### src/rtl/alu_arbiter.sv
// alu_arbiter: shares one combinational ALU between two requesters.
// A three-state controller (IDLE -> EXEC -> RESP) accepts one operation at a
// time, drives the ALU from registers, captures its result and holds it on a
// valid/ready response port until it is accepted.
// Build option: define ALU_ARB_ROUND_ROBIN_EN for round-robin arbitration;
// without it requester 0 has fixed priority and no pointer register exists.
module alu_arbiter (
  input  logic        clk,
  input  logic        reset,
  // requester 0
  input  logic        req0_valid,
  input  logic [31:0] req0_a,
  input  logic [31:0] req0_b,
  input  logic [3:0]  req0_op,
  output logic        req0_ready,
  // requester 1
  input  logic        req1_valid,
  input  logic [31:0] req1_a,
  input  logic [31:0] req1_b,
  input  logic [3:0]  req1_op,
  output logic        req1_ready,
  // shared ALU
  output logic [31:0] alu_a,
  output logic [31:0] alu_b,
  output logic [1:0]  alu_op,
  output logic        alu_ainvert,
  output logic        alu_binvert,
  input  logic [31:0] alu_result,
  input  logic        alu_zero,
  // response
  output logic        rsp_valid,
  input  logic        rsp_ready,
  output logic        rsp_id,
  output logic [31:0] rsp_result,
  output logic        rsp_zero,
  output logic        rsp_err
);

  typedef enum logic [1:0] {
    S_IDLE = 2'd0,
    S_EXEC = 2'd1,
    S_RESP = 2'd2
  } state_e;

  // Op code layout is {ainvert, binvert, alu_op[1:0]}; only six combinations
  // are meaningful operations, everything else is reported as an error.
  function automatic logic is_legal(input logic [3:0] op);
    case (op)
      4'b0000, 4'b0001, 4'b0010, 4'b0110, 4'b0111, 4'b1100: is_legal = 1'b1;
      default:                                              is_legal = 1'b0;
    endcase
  endfunction

  state_e      state_q, state_d;
  logic [31:0] a_q, b_q;
  logic [1:0]  op_q;
  logic        ainv_q, binv_q;
  logic        id_q, err_q;
  logic [31:0] rsp_result_q;
  logic        rsp_zero_q;

  logic        grant_id;
  logic        grant_fire;
  logic [31:0] sel_a, sel_b;
  logic [3:0]  sel_op;

`ifdef ALU_ARB_ROUND_ROBIN_EN
  logic rr_ptr_q;

  // Winner selection: the pointed-to requester wins a tie, a lone requester always wins.
  always_comb begin
    if (req0_valid && req1_valid) grant_id = rr_ptr_q;
    else                          grant_id = req1_valid;
  end

  // Pointer moves to the requester that did not win, so ties alternate.
  always_ff @(posedge clk or posedge reset) begin
    if (reset)           rr_ptr_q <= 1'b0;
    else if (grant_fire) rr_ptr_q <= ~grant_id;
  end
`else
  // Fixed priority: requester 1 wins only when requester 0 is not asking.
  always_comb begin
    grant_id = ~req0_valid;
  end
`endif

  // A grant happens only in IDLE; reset also masks it so ready stays low while reset is held.
  assign grant_fire = (state_q == S_IDLE) && (req0_valid || req1_valid) && !reset;

  // Operand mux from the winning requester.
  always_comb begin
    sel_a  = grant_id ? req1_a  : req0_a;
    sel_b  = grant_id ? req1_b  : req0_b;
    sel_op = grant_id ? req1_op : req0_op;
  end

  // State register.
  always_ff @(posedge clk or posedge reset) begin
    // NOTE: sequential state uses non-blocking assignments so every register
    // samples pre-edge values regardless of block ordering.
    if (reset) state_q <= S_IDLE;
    else       state_q <= state_d;
  end

  // Next-state logic.
  always_comb begin
    // NOTE: assigning a default first keeps every path assigned, so no latch is inferred.
    state_d = state_q;
    case (state_q)
      S_IDLE:  if (grant_fire) state_d = S_EXEC;
      S_EXEC:  state_d = S_RESP;
      S_RESP:  if (rsp_ready)  state_d = S_IDLE;
      default: state_d = S_IDLE;
    endcase
  end

  // FSM outputs: one-cycle ready pulse to the winner in IDLE, rsp_valid only in RESP.
  always_comb begin
    req0_ready = 1'b0;
    req1_ready = 1'b0;
    rsp_valid  = 1'b0;
    case (state_q)
      S_IDLE: begin
        req0_ready = grant_fire && !grant_id;
        req1_ready = grant_fire &&  grant_id;
      end
      S_RESP:  rsp_valid = 1'b1;
      default: ;
    endcase
  end

  // Request capture on grant, result capture on the EXEC->RESP edge.
  always_ff @(posedge clk or posedge reset) begin
    if (reset) begin
      a_q          <= '0;
      b_q          <= '0;
      op_q         <= 2'b00;
      ainv_q       <= 1'b0;
      binv_q       <= 1'b0;
      id_q         <= 1'b0;
      err_q        <= 1'b0;
      rsp_result_q <= '0;
      rsp_zero_q   <= 1'b0;
    end else begin
      if (grant_fire) begin
        a_q   <= sel_a;
        b_q   <= sel_b;
        id_q  <= grant_id;
        err_q <= !is_legal(sel_op);
        // Illegal codes run as a plain AND so the ALU sees a harmless operation.
        if (is_legal(sel_op)) begin
          ainv_q <= sel_op[3];
          binv_q <= sel_op[2];
          op_q   <= sel_op[1:0];
        end else begin
          ainv_q <= 1'b0;
          binv_q <= 1'b0;
          op_q   <= 2'b00;
        end
      end
      if (state_q == S_EXEC) begin
        rsp_result_q <= err_q ? '0 : alu_result;
        rsp_zero_q   <= err_q | alu_zero;
      end
    end
  end

  assign alu_a       = a_q;
  assign alu_b       = b_q;
  assign alu_op      = op_q;
  assign alu_ainvert = ainv_q;
  assign alu_binvert = binv_q;

  assign rsp_id      = id_q;
  assign rsp_result  = rsp_result_q;
  assign rsp_zero    = rsp_zero_q;
  assign rsp_err     = err_q;

endmodule

### config.mk
export PLATFORM = sky130hd
export DESIGN_NAME = alu_arbiter
export DESIGN_NICKNAME = d
export VERILOG_FILES = /design/src/rtl/alu_arbiter.sv
export SDC_FILE = /design/constraint.sdc
export NUM_CORES = 1
export LEC_CHECK = 0
export ABC_CLOCK_PERIOD_IN_PS = 3550
export CAP_MARGIN = 20
export CELL_PAD_IN_SITES_DETAIL_PLACEMENT = 0
export CELL_PAD_IN_SITES_GLOBAL_PLACEMENT = 1
export CORE_ASPECT_RATIO = 1.4
export CORE_MARGIN = 5
export CORE_UTILIZATION = 27
export DETAILED_ROUTE_END_ITERATION = 7
export PLACE_DENSITY = 0.82
export SLEW_MARGIN = 5
export SYNTH_ARGS = -nofsm -noshare
export SYNTH_HDL_FRONTEND = slang
export SYNTH_SLANG_ARGS = --single-unit
### constraint.sdc
create_clock -name clk -period 3.55 [get_ports clk]
set_input_delay 0.355 -clock clk [delete_from_list [all_inputs] [get_ports clk]]
set_output_delay 0.355 -clock clk [all_outputs]
set_load 0.05 [all_outputs]
---- Yosys cells after proc, flatten, opt, wreduce, memory -nomap -nowiden ----
Cells that the tools add are included.
W data, S select, Z words.
cells by class
  bitwise gates (word level) .............. 2
  muxes and demuxes ....................... 15
  reduce and logical (&&, ||, !) cells .... 11
  equal/unequal tests ..................... 9
operator list
  cell                  count
  $mux W32              3
  $eq A4 B3 Y1 const B  2
  $mux W1               7
  $mux W2               3
  $pmux W2 S3           1
  $reduce_or A6 Y1      1
  $eq A4 B1 Y1 const B  1
  $eq A4 B2 Y1 const B  1
  $eq A4 B4 Y1 const B  1
  $logic_and A1 B1 Y1   4
  $logic_not A4 Y1      1
  $mux W4               1
  $ne A2 B2 Y1 const B  2
  $eq A2 B1 Y1 const B  1
  $eq A2 B2 Y1 const B  1
  $logic_not A1 Y1      2
  $logic_not A2 Y1      1
  $reduce_and A2 Y1     1
  $logic_or A1 B1 Y1    1
  $not A1 Y1            1
  $or A1 B1 Y1          1
storage, ports and cells
  register bits ........................... 105
  word-level logic and storage cells ...... 47
  output and inout bits ................... 106
  input bits .............................. 174

---- Logic depth before layout (Yosys ltp) ----
Gate-level depths: netlist (run 1).
  depth in word-level cells ............... 6
  depth in mapped cells ................... 9
  gate-level depth less buffers ........... 5

---- Worst setup path after synthesis (run 1) ----
OpenSTA, ideal clock, no wires.
  kind .................................... input-to-output
  from .................................... input req0_valid
  to ...................................... output req1_ready
  path buffers ............................ 4
  data arrival time ....................... 2.002 ns
  cell stages on the path ................. 7
  setup slack ............................. 1.193 ns
  data required time ...................... 3.195 ns
  path through ............................ buf_4 -> nor2_1 -> or4_1 -> buf_2 -> buf_6 -> buf_6 -> nor2_1
between the ends
  word-level cells in the longest chain between the ends .. 5
  elaborated cells between the ends (all ways) .. 6
  those cells by class .................... mux: 1; bitwise: 1; reduce/logical: 4
ends and longest elaborated chain
  what                               line  source
  from (decl)                        11    input logic req0_valid,
  $logic_or A1 B1 Y1                 89    assign grant_fire = (state_q == S_IDLE) && (req0_valid || req1_valid) && !reset;
  $logic_and A1 B1 Y1 (2 in series)  89
  $logic_and A1 B1 Y1 *              126   req1_ready = grant_fire && grant_id;
  $mux W1 *                          123   case (state_q)
  to (decl)                          21    output logic req1_ready,
Every way passes the cells marked *; elsewhere a longest branch is shown, timed or not.

---- Worst setup path after layout (run 1) ----
  from .................................... input reset
  to ...................................... output req0_ready
between the ends
  word-level cells in the longest chain between the ends .. 4
ends and longest elaborated chain
  what                               line  source
  from (decl)                        9     input logic reset,
  $logic_not A1 Y1 (no source line)  n/a
  $logic_and A1 B1 Y1                89
  $logic_and A1 B1 Y1                125   req0_ready = grant_fire && !grant_id;
  $mux W1                            123
  to (decl)                          15    output logic req0_ready,
Every way passes these cells.

==> flow_metrics.tcl, run 1 <==
set metrics [dict create \
    cp_num_buf_inv 3 \
    post_cts.repair.setup_buffers 0 \
    post-route-drc-count 0 \
    ctsHoldBuffers 0 \
    final_nets 900 \
    hold_path.class "flip-flop to flip-flop" \
    rows 57 \
    hp-start "alu_a[15]" \
    crit_chain "clkdlybuf4s50_1, or4_4, inv_1, and2_1, buf_4" \
    vias 4207 \
    drt_iter0_markers 95 \
    first_pass_iters 4 \
    dieWidth_um 121 \
    wl_per_cell_um 15.6 \
    relSlewSlack 0.440 \
    final_util 0.464 \
    final_area_um2 8010 \
    syn_to_final_growth_pct 70.7 \
    critical_path.max_fanout 35 \
    top_usage_layer "met2" \
    p_leak_nw 3.51 \
    ys_ff_latch 105 \
    grt_pass1_vias 4498 \
    power_density_nw_per_um2 821 \
    cp.required_ns 3.19 \
    fp.dieH_um 166 \
    antenna_cells 0 \
    netlist_area_um2 4690 \
    die_area_um2 20100 \
    antenna_found_initial 1 \
    fin_crit_sh 0.680 \
    r2r-end "alu_a[20]" \
    syn_inst 464 \
    reg2reg_depth 4 \
    place_area_um2 7680 \
    outcome "completed" \
    worstSetupPathType "input pin to primary output" \
    place_congestion 0.785 \
    slowest_stage "or4_4" \
    grt_usage 0.148 \
    vdd_drop_max_mv 0.341 \
    grt.overflow.total 0 \
    hold_viol 0 \
    clockBufferDepth 2 \
    start_util 0.272 \
    r2r_start "state_q[0]" \
    period_minus_slack_ns 2.42 \
    hold_end "alu_a[15]" \
    fin_setup_tns_ns 0 \
    slowest_delay_ns 0.70 \
    syn-num-nets 638 \
    yosysUniqueCellTypes 24 \
    critPathLaunch "reset" \
    whs_path_depth 2 \
    final_antenna_net_count 0 \
    max_cap_viol_count 0 \
    detail_route.vias_per_cell 4.35 \
    rsz0062_at_grt "false" \
    numCtsBuffers 9 \
    layout-drive-gt1-share 0.0424 \
    grt_max_degree 107 \
    ys.flop_type "dfrtp_1" \
    clkTransAtPathRegs_ns 0.07 \
    arrival_ns 2.06 \
    cts_tree "built" \
    netlist.area_leader.share 0.560 \
    cts_root_buf "clkbuf_16" \
    tightest_slew_ns 0.840 \
    met3_usage 0.0474 \
    start_kind "input pin" \
    drt-total-wl_um 15100 \
    setup_viol 0 \
    h-tree-depth 3 \
    coreArea_um2 17300 \
    synth_area_per_cell_um2 10.1 \
    grt_use_met1 0.157 \
    netlist.top_cell.by_area "dfrtp_1" \
    finalMaxSlewViolations 0 \
    synthArstFlopShare 1.00 \
    nFillCells 1696 \
    synth.top_cells.by_area "dfrtp_1 (56%), mux2i_1 (14%), o21ai_0 (11%), nand2_1 (8.1%), nand2b_1 (4.5%)" \
    synthTopCellsByCount "dfrtp_1 (105), o21ai_0 (102), nand2_1 (101), mux2i_1 (67), nand2b_1 (34)" \
    port_buffers 279 \
    critPathCaptureType "primary output" \
    cts_sinks 105 \
    fmax_mhz 414 \
    skew_ns 0.00652 \
    critPathTopFamily "buffers and inverters" \
    grtUsageMet2 0.272 \
    dp_hpwl_um 12000 \
    io_pins 280 \
    ff2ff_setup_slack_ns 1.52 \
    cts_resized 0 \
    synthMostInstantiatedCell "dfrtp_1" \
    yosys_warnings 0 \
    clk_latency_ns 0.34 \
    grt_pass1_wl_um 23500 \
    ys_seq_area_frac 0.560 \
    synth-edff-count 0 \
]
## stage by stage
| stage | hold slack, ns | total power, mW | std cells | setup slack, ns |
|---|---|---|---|---|
| 6_report | 0.476 | 6.58 | 967 | 1.13 |
| 5_1_grt | 0.493 | 6.93 | 967 | 1.03 |
| 4_1_cts | 0.482 | 6.67 | 966 | 1.12 |
| 3_5_place_dp | 0.460 | 5.60 | 950 | 1.03 |
| 3_3_place_gp | 0.461 | 5.54 | 950 | 1.10 |
| 2_1_floorplan | 0.463 | 4.18 | 464 | 0.434 |
## how the worst max path moves through the flow
stage            endpoint  cells after the start  slack (ns)
2_1_floorplan    alu_a[0]                      1        0.43
3_3_place_gp     alu_a[6]                      5        1.10
3_5_place_dp     alu_a[5]                      4        1.03
4_1_cts        req0_ready                      5        1.12
5_1_grt        req0_ready                      5        1.03
6_report       req0_ready                      5        1.13
## power by group
part | leakage (nW) | internal (mW) | switching [mW] | total, mW
clock network | 0.156 | 0.578 | 0.461 | 1.04
logic | 2.03 | 1.22 | 2.41 | 3.63
registers | 1.32 | 1.66 | 0.248 | 1.91
total | 3.51 | 3.46 | 3.11 | 6.58
## registers in the layout, summed over array words and instances, names as in the netlist
name         flops
state_q          2
alu_binvert      1
alu_ainvert      1
rsp_id           1
alu_a           32
rsp_err          1
alu_op           2
alu_b           32
rsp_result      32
rsp_zero         1
## worst reg2reg max path: stages (launching register included)
cell     delay, ns
dfrtp_1       0.42
or4_4         0.71
buf_4         0.42
nand2_1       0.23
o21ai_0       0.10
## kinds of logic after synthesis
kind of cell	after synthesis	synth area share
simple gates	144	0.135
mux	69	0.148
flops	105	0.560
compound gates	108	0.120
xor+xnor	1	0.00187
buf+inv	37	0.0349
## layer usage
layer,wire length (um),vias to the layer above
li1,-,2081
met2,8080,166
met3,1180,28
met5,13,-
met4,405,2
met1,5430,1930
## placed cells by master (no fill, tap or decap), drive strengths merged
master,count
a211oi,1
a21o,1
a22o,1
and2,1
buf,9
bufinv,1
clkbuf,10
clkdlybuf4s50,276
clkinv,1
dfrtp,105
inv,7
mux2,2
mux2i,67
nand2,101
nand2b,34
nand3,1
nor2,5
nor3,1
o21ai,103
o31ai,1
o41ai,1
or4,1
xnor2,1
## layout make-up
cell class | count | area, um^2 | area share
clock buffers | 10 | 239 | 0.0298
clock inverters | 6 | 72.6 | 0.00906
flip-flops and latches | 105 | 2630 | 0.328
repair buffers | 285 | 2860 | 0.357
multi-input cells | 322 | 1910 | 0.238
inverters | 3 | 13.8 | 0.00172
well taps | 236 | 295 | 0.0369
Note: power is estimated with default switching activity, not from simulation.
==> inputs of run 2 (changes only) <==
--- a/config.mk
+++ b/config.mk
@@ -5,7 +5,7 @@
 export SDC_FILE = /design/constraint.sdc
 export NUM_CORES = 1
 export LEC_CHECK = 0
-export ABC_CLOCK_PERIOD_IN_PS = 3550
+export ABC_CLOCK_PERIOD_IN_PS = 2300
 export CAP_MARGIN = 20
 export CELL_PAD_IN_SITES_DETAIL_PLACEMENT = 0
 export CELL_PAD_IN_SITES_GLOBAL_PLACEMENT = 1
==> constraint.sdc (replaced) <==
create_clock -name clk -period 2.3 [get_ports clk]
set_input_delay 0.23 -clock clk [delete_from_list [all_inputs] [get_ports clk]]
set_output_delay 0.23 -clock clk [all_outputs]
set_load 0.05 [all_outputs]
==> run 2 against run 1 <==
Clock-buffer cell count decreased by 1. Critical path depth is 2 lower. Die area unchanged. Design area rose by 0.66%. Combinational power is 54% higher. Clock power rose by 65%. Sequential power grew 55%. Hold slack lost 0.086 ns.
==> flow_metrics.tcl, run 2 (synthesis results as in run 1) <==
set metrics [dict create \
    outcome "completed" \
    skew_ns 0.00640 \
    cts_tree "built" \
    hold_viol 0 \
    drt-total-wl_um 15200 \
    p_switching_mw 4.83 \
    period_minus_slack_ns 2.02 \
    p_seq_frac 0.289 \
    grt_usage 0.149 \
    detail_route.vias_per_cell 4.38 \
    grt_pass1_vias 4564 \
    fin_setup_tns_ns 0 \
    final_nets 902 \
    arrival_ns 1.79 \
    cts_resized 0 \
    p_comb_frac 0.544 \
    p_leak_nw 3.52 \
    p_sw_frac 0.471 \
    die_area_um2 20100 \
    clkTransAtPathRegs_ns 0.07 \
    p_total_mw 10.3 \
    port_buffers 279 \
    critPathCaptureType "primary output" \
    vdd_drop_max_mv 0.552 \
    ff2ff_setup_slack_ns 0.51 \
    hold_path.class "input pin to flip-flop" \
    fin_crit_sh 0.880 \
    antenna_cells 0 \
    dieWidth_um 121 \
    r2r-end "alu_op[0]" \
    tightest_slew_ns 1.02 \
    vias 4241 \
    drt_iter0_markers 158 \
    post_cts.repair.setup_buffers 0 \
    reg2reg_depth 3 \
    final_antenna_net_count 0 \
    dp.cells 953 \
    worstSetupPathType "flip-flop to primary output" \
    cts_sinks 105 \
    critical_path.max_fanout 3 \
    place_congestion 0.726 \
    wl_per_cell_um 15.7 \
    dp_hpwl_um 12000 \
    r2r_start "state_q[0]" \
    start_kind "flip-flop" \
    fp.dieH_um 166 \
    numCtsBuffers 9 \
    cp.required_ns 2.07 \
    grt_max_degree 78 \
    fmax_mhz 494 \
    whs_path_depth 3 \
    grt.overflow.total 0 \
    final_cell_count_no_fill 969 \
    layout_commonest_cell "clkdlybuf4s50_1" \
    start_util 0.272 \
    antenna_found_initial 0 \
    finalMaxSlewViolations 0 \
    layout_common_cells "clkdlybuf4s50_1 (276), dfrtp_1 (105), o21ai_0 (102)" \
    max_cap_viol_count 0 \
    ctsHoldBuffers 0 \
    pwr-share-clk 0.167 \
    fin_hold_ws_ns 0.390 \
    layout-drive-gt1-share 0.0450 \
    coreArea_um2 17300 \
    syn_to_final_growth_pct 71.9 \
    rsz0062_at_grt "false" \
    relSlewSlack 0.321 \
    p_int_mw 5.44 \
    h-tree-depth 3 \
    hold_end "alu_b[5]" \
    first_pass_iters 4 \
    power_density_nw_per_um2 1270 \
    hp-start "req0_valid" \
    post-route-drc-count 0 \
    clockBufferDepth 2 \
    cts_root_buf "clkbuf_16" \
    rows 57 \
    final_util 0.467 \
    io_pins 280 \
    grt_pass1_wl_um 23800 \
    clk_latency_ns 0.35 \
    setup_viol 0 \
]
[run 2: power groups by stage]
stage	Combinational, mW	Clock, mW	Sequential, mW
finish	5.58	1.72	2.97
detailed placement	5.65	0	3.01
global placement	5.59	0	2.97
CTS	5.66	1.81	2.98
global route	5.87	1.86	3.06
floorplan	0.954	0	5.50
[run 2: worst max-delay path, cell delays in order (launching register included)]
cell and delay (ns):
dfrtp_1 0.42, nand2b_1 0.17, inv_1 0.05, clkdlybuf4s50_1 0.81
[run 2: how the worst max path moves through the flow]
stage	from	end	slack, ns	depth (start not counted)
floorplan	state_q[1]	req1_ready	0.13	5
global placement	reset	alu_op[0]	0.25	4
detailed placement	reset	alu_op[0]	0.20	4
CTS	state_q[0]	req0_ready	0.23	4
global route	state_q[0]	req0_ready	0.19	4
finish	state_q[0]	rsp_valid	0.28	3
[run 2: routing by layer]
layer  vias to the layer above  part of all wire  global-route usage  wire length [um]
li1                       2087                 -                   -                 -
met1                      1977              0.37               0.161              5560
met2                       162              0.55               0.275              8300
met3                        15             0.071              0.0463              1070
met4                         0             0.015              0.0429               232
met5                         -                 0                   0                 0
[run 2: layout make-up]
cell class	count	area (um^2)
clock buffer	9	225
clock inverter	7	110
fill	1640	9200
inverter	3	15.0
multi-input combinational	322	1910
sequential	105	2630
tap	236	295
timing repair buffer	287	2880
[run 2: through the flow]
step | setup WS (ns) | instance area, um^2
5_1_grt | 0.192 | 8060
6_report | 0.277 | 8060
3_3_place_gp | 0.249 | 7730
4_1_cts | 0.233 | 8060
3_5_place_dp | 0.196 | 7730
2_1_floorplan | 0.131 | 4690
==> inputs of run 3 (changes only) <==
--- a/config.mk
+++ b/config.mk
@@ -5,7 +5,6 @@
 export SDC_FILE = /design/constraint.sdc
 export NUM_CORES = 1
 export LEC_CHECK = 0
-export ABC_CLOCK_PERIOD_IN_PS = 2300
 export CAP_MARGIN = 20
 export CELL_PAD_IN_SITES_DETAIL_PLACEMENT = 0
 export CELL_PAD_IN_SITES_GLOBAL_PLACEMENT = 1
==> results of run 3 <==
No change in the layout: final DEF, timing and power equal those of run 2.
